## config.mk

```make
export PLATFORM = sky130hd
export DESIGN_NAME = display_scan
export DESIGN_NICKNAME = d
export VERILOG_FILES = /design/src/rtl/display_scan_pkg.sv /design/src/rtl/display_scan_decod7seg.sv /design/src/rtl/display_scan.sv
export SDC_FILE = /design/constraint.sdc
export NUM_CORES = 1
export LEC_CHECK = 0
export CORE_ASPECT_RATIO = 2
export CORE_MARGIN = 3
export CORE_UTILIZATION = 55
export CTS_CLUSTER_SIZE = 25
export DETAILED_ROUTE_END_ITERATION = 8
export HOLD_SLACK_MARGIN = 0.02
export PLACE_DENSITY = 0.78
export SLEW_MARGIN = 20
export SYNTH_ARGS = -nofsm -noshare
export SYNTH_HDL_FRONTEND = slang
export SYNTH_HIERARCHICAL = 1
export SYNTH_SLANG_ARGS = --single-unit
```

## constraint.sdc

```tcl
create_clock -name CK -period 5 [get_ports CK]
set_clock_uncertainty 0.15 [all_clocks]
set_input_delay 0.75 -clock CK [delete_from_list [all_inputs] [get_ports CK]]
set_output_delay 0.75 -clock CK [all_outputs]
set_load 0.02 [all_outputs]
```

## src/rtl/display_scan_pkg.sv

```systemverilog
// Shared constants for the multiplexed 4-digit seven-segment scanner.
// Pure definitions; no latency, no flow control.
// Segment codes are active-low with segments a..g on bits 0..6.
package display_scan_pkg;

    localparam int DEF_PRESCALE = 50000;
    localparam int DEF_BLANK    = 16;
    localparam int NUM_DIGITS   = 4;

    typedef enum logic {
        PH_BLANK = 1'b0,
        PH_SHOW  = 1'b1
    } phase_e;

    localparam logic [6:0] SEG_OFF = 7'h7F;

    // Entry n is the glyph for hex value n (index 15 is listed first).
    localparam logic [15:0][6:0] SEG_TABLE = {
        7'h0E, 7'h06, 7'h21, 7'h46, 7'h03, 7'h08, 7'h10, 7'h00,
        7'h78, 7'h02, 7'h12, 7'h19, 7'h30, 7'h24, 7'h79, 7'h40
    };

endpackage

```

## src/rtl/display_scan_decod7seg.sv

```systemverilog
// Hex nibble to active-low seven-segment glyph.
// Combinational, zero latency; no flow control.
module decod7seg
    import display_scan_pkg::*;
(
    input  logic [3:0] hex,
    output logic [6:0] seg
);

    assign seg = SEG_TABLE[hex];

endmodule

```

## src/rtl/display_scan.sv

```systemverilog
// Time-multiplexed scan of four hex digits with per-slot ghost blanking.
// Outputs registered, aligned to the cnt/idx of the same cycle; inputs shadowed per frame.
// No backpressure: free-running scan, inputs sampled once per frame.
module display_scan
    import display_scan_pkg::*;
#(
    parameter int PRESCALE = DEF_PRESCALE,
    parameter int BLANK    = DEF_BLANK
)(
    input  logic        CK,
    input  logic        reset,
    input  logic [15:0] dado,
    input  logic [3:0]  pontos,
    input  logic        habilita,
    input  logic        zeros_esq,
    output logic [3:0]  anodo,
    output logic [6:0]  segmentos,
    output logic        ponto,
    output logic        quadro
);

    localparam int CW = (PRESCALE > 1) ? $clog2(PRESCALE) : 1;

    logic [CW-1:0]           cnt, cnt_nxt;
    logic [1:0]              idx, idx_nxt;
    logic                    slot_end, frame_end;
    logic [15:0]             dado_sh, dado_sh_nxt;
    logic [3:0]              pontos_sh, pontos_sh_nxt;
    logic                    zeros_sh, zeros_sh_nxt;
    logic [3:0]              nib;
    logic [6:0]              seg_dec;
    logic [NUM_DIGITS-1:0]   blank_vec;
    phase_e                  phase_nxt;
    logic                    show;
    logic [3:0]              anodo_nxt;
    logic [6:0]              seg_nxt;
    logic                    ponto_nxt;

    always_comb begin
        slot_end  = (cnt == CW'(PRESCALE - 1));
        frame_end = slot_end && (idx == 2'd3);
        cnt_nxt   = slot_end ? '0 : cnt + 1'b1;
        idx_nxt   = slot_end ? idx + 2'd1 : idx;

        dado_sh_nxt   = frame_end ? dado      : dado_sh;
        pontos_sh_nxt = frame_end ? pontos    : pontos_sh;
        zeros_sh_nxt  = frame_end ? zeros_esq : zeros_sh;
    end

    // Outputs are built from next-state values so the registered result
    // lines up with the slot the counters enter on the same edge.
    assign nib = dado_sh_nxt[{idx_nxt, 2'b00} +: 4];

    decod7seg u_decod (
        .hex (nib),
        .seg (seg_dec)
    );

    always_comb begin
        blank_vec[0] = 1'b0;
        blank_vec[1] = zeros_sh_nxt && (dado_sh_nxt[15:4]  == 12'h000);
        blank_vec[2] = zeros_sh_nxt && (dado_sh_nxt[15:8]  == 8'h00);
        blank_vec[3] = zeros_sh_nxt && (dado_sh_nxt[15:12] == 4'h0);

        phase_nxt = (cnt_nxt < CW'(BLANK)) ? PH_BLANK : PH_SHOW;
        show      = (phase_nxt == PH_SHOW) && habilita && !blank_vec[idx_nxt];

        anodo_nxt = 4'hF;
        seg_nxt   = SEG_OFF;
        ponto_nxt = 1'b1;
        if (show) begin
            anodo_nxt = ~(4'b0001 << idx_nxt);
            seg_nxt   = seg_dec;
            ponto_nxt = ~pontos_sh_nxt[idx_nxt];
        end
    end

    always_ff @(posedge CK) begin
        if (reset) begin
            cnt       <= '0;
            idx       <= '0;
            dado_sh   <= '0;
            pontos_sh <= '0;
            zeros_sh  <= 1'b0;
            anodo     <= 4'hF;
            segmentos <= SEG_OFF;
            ponto     <= 1'b1;
            quadro    <= 1'b0;
        end else begin
            cnt       <= cnt_nxt;
            idx       <= idx_nxt;
            dado_sh   <= dado_sh_nxt;
            pontos_sh <= pontos_sh_nxt;
            zeros_sh  <= zeros_sh_nxt;
            anodo     <= anodo_nxt;
            segmentos <= seg_nxt;
            ponto     <= ponto_nxt;
            quadro    <= frame_end;
        end
    end

endmodule

```

# --- Yosys cells after proc, flatten, opt, wreduce, memory -nomap -nowiden ---
# Memory sizes are Yosys's and may differ from the RTL's. A register that Yosys moved wholly into a read port is not among the register bits.
# Index checks and enable logic that the tools add are counted.
classes:
  addsub: 2
  n_lt_le_gt_ge: 2
  eq_ne: 2
  shift: 2
  muxes: 10
  bitwise_logic: 3
  reduce_logical: 11
ops:
  columns: ["operator", "count"]
  rows:
  - ["2-to-1 mux 16 bit", 2]
  - ["adder 16 x 1 -> 16 bit, second input constant", 1]
  - ["equality test 16 bit, second input constant", 1]
  - ["less-than comparator 16 x 5 -> 1 bit, second input constant", 1]
  - ["variable part select 16 x 5 -> 4 bit", 1]
  - ["logical NOT 12 bit", 1]
  - ["logical NOT 8 bit", 1]
  - ["logical AND 1 bit", 6]
  - ["binary-select mux 1 bit (select 2 bit)", 2]
  - ["logical NOT 4 bit", 1]
  - ["2-to-1 mux 1 bit", 4]
  - ["2-to-1 mux 4 bit", 1]
  - ["inverter 4 bit", 1]
  - ["left shift 1 x 2 -> 4 bit, first input constant", 1]
  - ["less-than comparator 2 x 3 -> 1 bit, second input constant", 1]
  - ["adder 2 x 1 -> 2 bit, second input constant", 1]
  - ["equality test 2 bit, second input constant", 1]
  - ["2-to-1 mux 2 bit", 1]
  - ["inverter 1 bit", 2]
  - ["OR reduction 2 bit", 1]
  - ["logical NOT 1 bit", 1]
totals:
  reg_bits: 45
  romBits: 112
  mem_count: 1
mem_list:
  columns: ["memory", "depth", "word_bits", "rd", "rd_ports_with_merged_regs", "write_ports", "line_no", "text"]
  rows:
  - ["(name not given)", 16, 7, 1, 1, 0, "display_scan_decod7seg.sv:10", "assign seg = SEG_TABLE[hex];"]

# --- Depth between registers and ports, before layout ---
depth:
  depth_word: 11
  depth_mapped: 15

# --- By module ---
# The synthesis kept the hierarchy.
by_module_without_submodules:
  columns: ["mod", "instances", "cells_each", "area_per_inst_um2", "seq_area_each_um2"]
  rows:
  - ["display_scan", 1, 273, 2461.1, 1041.0]
  - ["decod7seg", 1, 35, 270.3, 0.0]

# --- Least setup slack after synthesis ---
# No wires, ideal clock.
synth_path:
  path_type: "register -> register"
  from: "register cnt[7]"
  to: "register segmentos[3]"
  setup_ns: 0.120
  t_arrival_ns: 3.885
  path_slack_ns: 0.845
  stages_incl_launch_ff: 14
  path_buffers: 2
  path_cell_list: "dfxtp_1 > buf_6 > or4b_4 > nor4_2 > nand2_2 > buf_1 > mux2i_1 > mux2_2 > o21ai_0 > inv_1 > ha_1 > inv_1 > mux4_2 > or2_1"
synth_lines:
  columns: ["item", "line_no", "text"]
  rows:
  - ["from (decl)", "display_scan.sv:24", "logic [CW-1:0] cnt, cnt_nxt;"]
  - ["from (signal assigned)", "display_scan.sv:90", "cnt <= cnt_nxt;"]
  - ["equality test 16 bit (*)", "display_scan.sv:40", "slot_end = (cnt == CW'(PRESCALE - 1));"]
  - ["logical AND 1 bit", "display_scan.sv:41", "frame_end = slot_end && (idx == 2'd3);"]
  - ["2-to-1 mux 16 bit", "display_scan.sv:45", "dado_sh_nxt = frame_end ? dado : dado_sh;"]
  - ["variable part select 16 x 5 -> 4 bit (*)", "display_scan.sv:52", "assign nib = dado_sh_nxt[{idx_nxt, 2'b00} +: 4];"]
  - ["via nib[0]", "display_scan.sv:30", "logic [3:0] nib;"]
  - ["to (decl)", "display_scan.sv:17", "output logic [6:0] segmentos,"]
# Mark *: on every way through the listed nets, which the timed path passes. The rest lies on a longest branch. The select of a mux whose other input is x is not followed.
# A chain may end at the register's enable or synchronous reset.

# --- Worst setup path after layout ---
layout_path:
  from: "register cnt[6]"
  to: "register segmentos[3]"
# Same word-level chain as after synthesis.

==> metrics.md <==
| Metric | Value |
|---|---|
| Status | complete, no violations |
| Routed WL | 6010 um |
| Row count | 35 |
| Reg clk slew, reported paths | 0.10 ns |
| RSZ-0062 raised after global routing | no |
| Initial antenna violation count | 0 |
| Die width | 55.8 um |
| Core Util, Final | 68.4% |
| Placed cells | 385 |
| First-pass GRT wire length | 10,100 um |
| Synth top area cells | dfxtp_1, mux2i_1, nor2_1, ha_1, nand2_1 |
| Nets@finish | 370 |
| Top_reg_cell synth | dfxtp_1 |
| CTS Hold Bufs | 0 |
| Final worst setup slack | 0.793 ns |
| Crit path capture type | flip-flop |
| # resized after CTS | 0 |
| Period utilisation layout | 84.1% |
| Pin count of the biggest net entering global routing | 31 |
| Synth Area in Compound Gates | 9.80% |
| Critical Path AT | 4.27 ns |
| Rel. slew slack | 33.7% |
| Worst vdd ir | 0.000227 V |
| Number of fill cells in the layout | 385 |
| Mapped Area | 2730 um2 |
| Drt first pass iters | 4 |
| Fin crit period | 4.21 ns |
| Crit start category | flip-flop |
| Detail Route Antenna Nets | 0 |
| Final number of hold-violating endpoints | 0 |
| Clock tree from TritonCTS | done |
| DRC violations left | 0 |
| Core Area | 4690 um2 |
| Critical path class | flip-flop to flip-flop |
| Max Cap Violations | 0 |
| Pins over their slew limit | 0 |
| Pwr Density | 231 nW/um2 |
| Vias in the first global route | 2,300 |
| Min-delay worst type | flip-flop to flip-flop |
| Mux contribution to synthesized area | 14.1% |
| RD Place Congestion | 0.861 |
| Die area | 5900 um2 |
| Quantity of I/O buffers inserted on ports | 36 |
| Leading cell types in the layout, fill and taps excluded | dfxtp_1, nor2_1, clkdlybuf4s50_1, mux2i_1, nand2_1 |
| Async SR Flop Fraction | 0% |
| Syn Area/Cell | 8.87 um2 |
| Gate Count Post-Synth | 308 |
| Layout Area Growth over Synthesis | 17.4% |
| Yosys reg bits | 52 |
| DR vias/cell | 5.68 |
| Final setup vio count | 0 |
| Synth top area share | 38.1% |
| Clock sink count | 52 |
| Leak | 0.00125 uW |
| GR Overflow Total | 0 |
| Setup TNS | 0 ns |
| Crit path max fanout | 9 |
| Worst Path Required | 5.07 ns |
| CTS root buffer | clkbuf_8 |
| Num ports | 37 |
| HPWL Detailed | 4570 um |
| Antenna diode count | 0 |
| Clk_lat worst skew | 0.31 ns |
| Layout cells sized above 1 | 9.17% |
| Routed vias | 2,233 |
| Synth cell types | 54 |
| Worst-Margin Slew | 0.987 ns |
| First DRT Iteration DRCs | 81 |
| Pre-CTS setup slack | 0.861 ns |
| Gr usage total | 21.3% |
| Mapped Nets | 341 |
| Commonest non-fill, non-tap cell in the layout | dfxtp_1 |
| Max Clock Freq | 0.238 GHz |
| Sequential fraction of the synthesis area | 38.1% |
| Fin cells | 393 |
| Post-synthesis adder-cell area fraction | 4.12% |
| Die Ht | 106 um |
| Routed wire length per instance | 15.3 um |
| Number of enable flip-flop cells after synthesis | 0 |
| Post-Synth Simple-Gate Area | 23.5% |
| Yosys warns | 6 |
| CTS H-tree depth | 2 |
| Synth area leader | dfxtp_1 |
| Synth Area in XOR/XNOR | 5.13% |
| Starting Density | 58.3% |
| Post-CTS Setup Inserts | 0 |
| Deepest clock path buffer count | 2 |
| Largest family of logic cells by synthesized area | simple AND/OR/NAND/NOR gates |
| CTS Buf Count | 5 |
## kinds of logic (layout without fill, tap and decap cells)
family | Yosys count | in the layout
and+or+nand+nor | 129 | 129
muxes | 35 | 35
buffers and inverters | 28 | 58
xor gates and xnor gates | 16 | 16
AOI/OAI and AO/OA | 39 | 39
adders and majority gates | 9 | 9
DFF | 52 | 52
## stage by stage
stage	power [uW]	hold slack, ns	cell area, um2
after floorplan	437	0.268	2730
after global placement	461	0.282	3090
after CTS	745	0.310	3210
final	741	0.304	3210
after global routing	762	0.324	3210
after detailed placement	461	0.297	3090
## synth_stat cells (2+ instances only)
library cell / number
dfxtp_1: 52
nor2_1: 48
mux2i_1: 28
nand2_1: 24
a21oi_1: 10
nand3_1: 10
xnor2_1: 10
ha_1: 9
o21ai_0: 9
clkbuf_1: 8
or2_1: 8
inv_1: 7
nor4_1: 7
nor3_1: 6
xor2_1: 6
buf_2: 5
buf_6: 4
mux2_2: 4
nand2b_1: 4
buf_1: 3
nand4_1: 3
o211ai_1: 3
or4_1: 3
a22oi_1: 2
nand4bb_1: 2
o211a_1: 2
or2_2: 2
or3_1: 2
or3b_1: 2
## layout make-up
type                            instances  area, um2  area share (%)
Clock buffer                            5       68.8            2.15
Clock inverter                          3       42.5            1.33
Inverter                                8       30.0           0.937
Multi-Input combinational cell        228       1550            48.3
Sequential cell                        52       1040            32.5
Tap cell                               55       68.8            2.15
Timing Repair Buffer                   42        405            12.6
## sequential cells by signal, indices dropped and copies added (netlist names), 2 cells and up
signal	count
dado_sh	16
pontos_sh	4
idx	2
anodo	4
cnt	16
segmentos	7
## worst max-delay path, stage by stage, from the launching register on
cell	delay, ns
dfxtp_1	0.51
or4b_4	0.51
nor4_2	0.41
mux2i_1	0.60
buf_4	0.28
mux2i_1	0.19
nand2_1	0.06
o21ai_0	0.12
buf_4	0.18
inv_1	0.10
ha_1	0.29
inv_1	0.05
mux4_2	0.43
or2_1	0.23
## per-layer routing
metal | GRT usage [%] | up-vias | share of wire (%)
met2 | 41.9 | 45 | 57
met5 | 0 | - | 0
met1 | 20.9 | 1048 | 37
met3 | 2.70 | 17 | 2.3
met4 | 10.5 | 0 | 3.2
li1 | - | 1123 | -
## path summary, 6_finish.rpt
check,slack (ns),from,cells past startpoint,end
setup / recovery,0.79,cnt[6],13,segmentos[3]
hold / removal,0.30,cnt[0],1,cnt[0]
setup reg to reg,0.79,cnt[6],13,segmentos[3]
hold reg to reg,0.30,cnt[0],1,cnt[0]
## power by group
group | internal (uW) | leakage, uW | switching [uW] | total [uW]
Clock | 148 | 0.0000541 | 141 | 290
Combinational | 20.0 | 0.000781 | 13.4 | 33.4
Sequential | 416 | 0.000420 | 1.63 | 417
Total | 584 | 0.00125 | 156 | 741
Note: power is estimated with default switching activity, not from simulation.
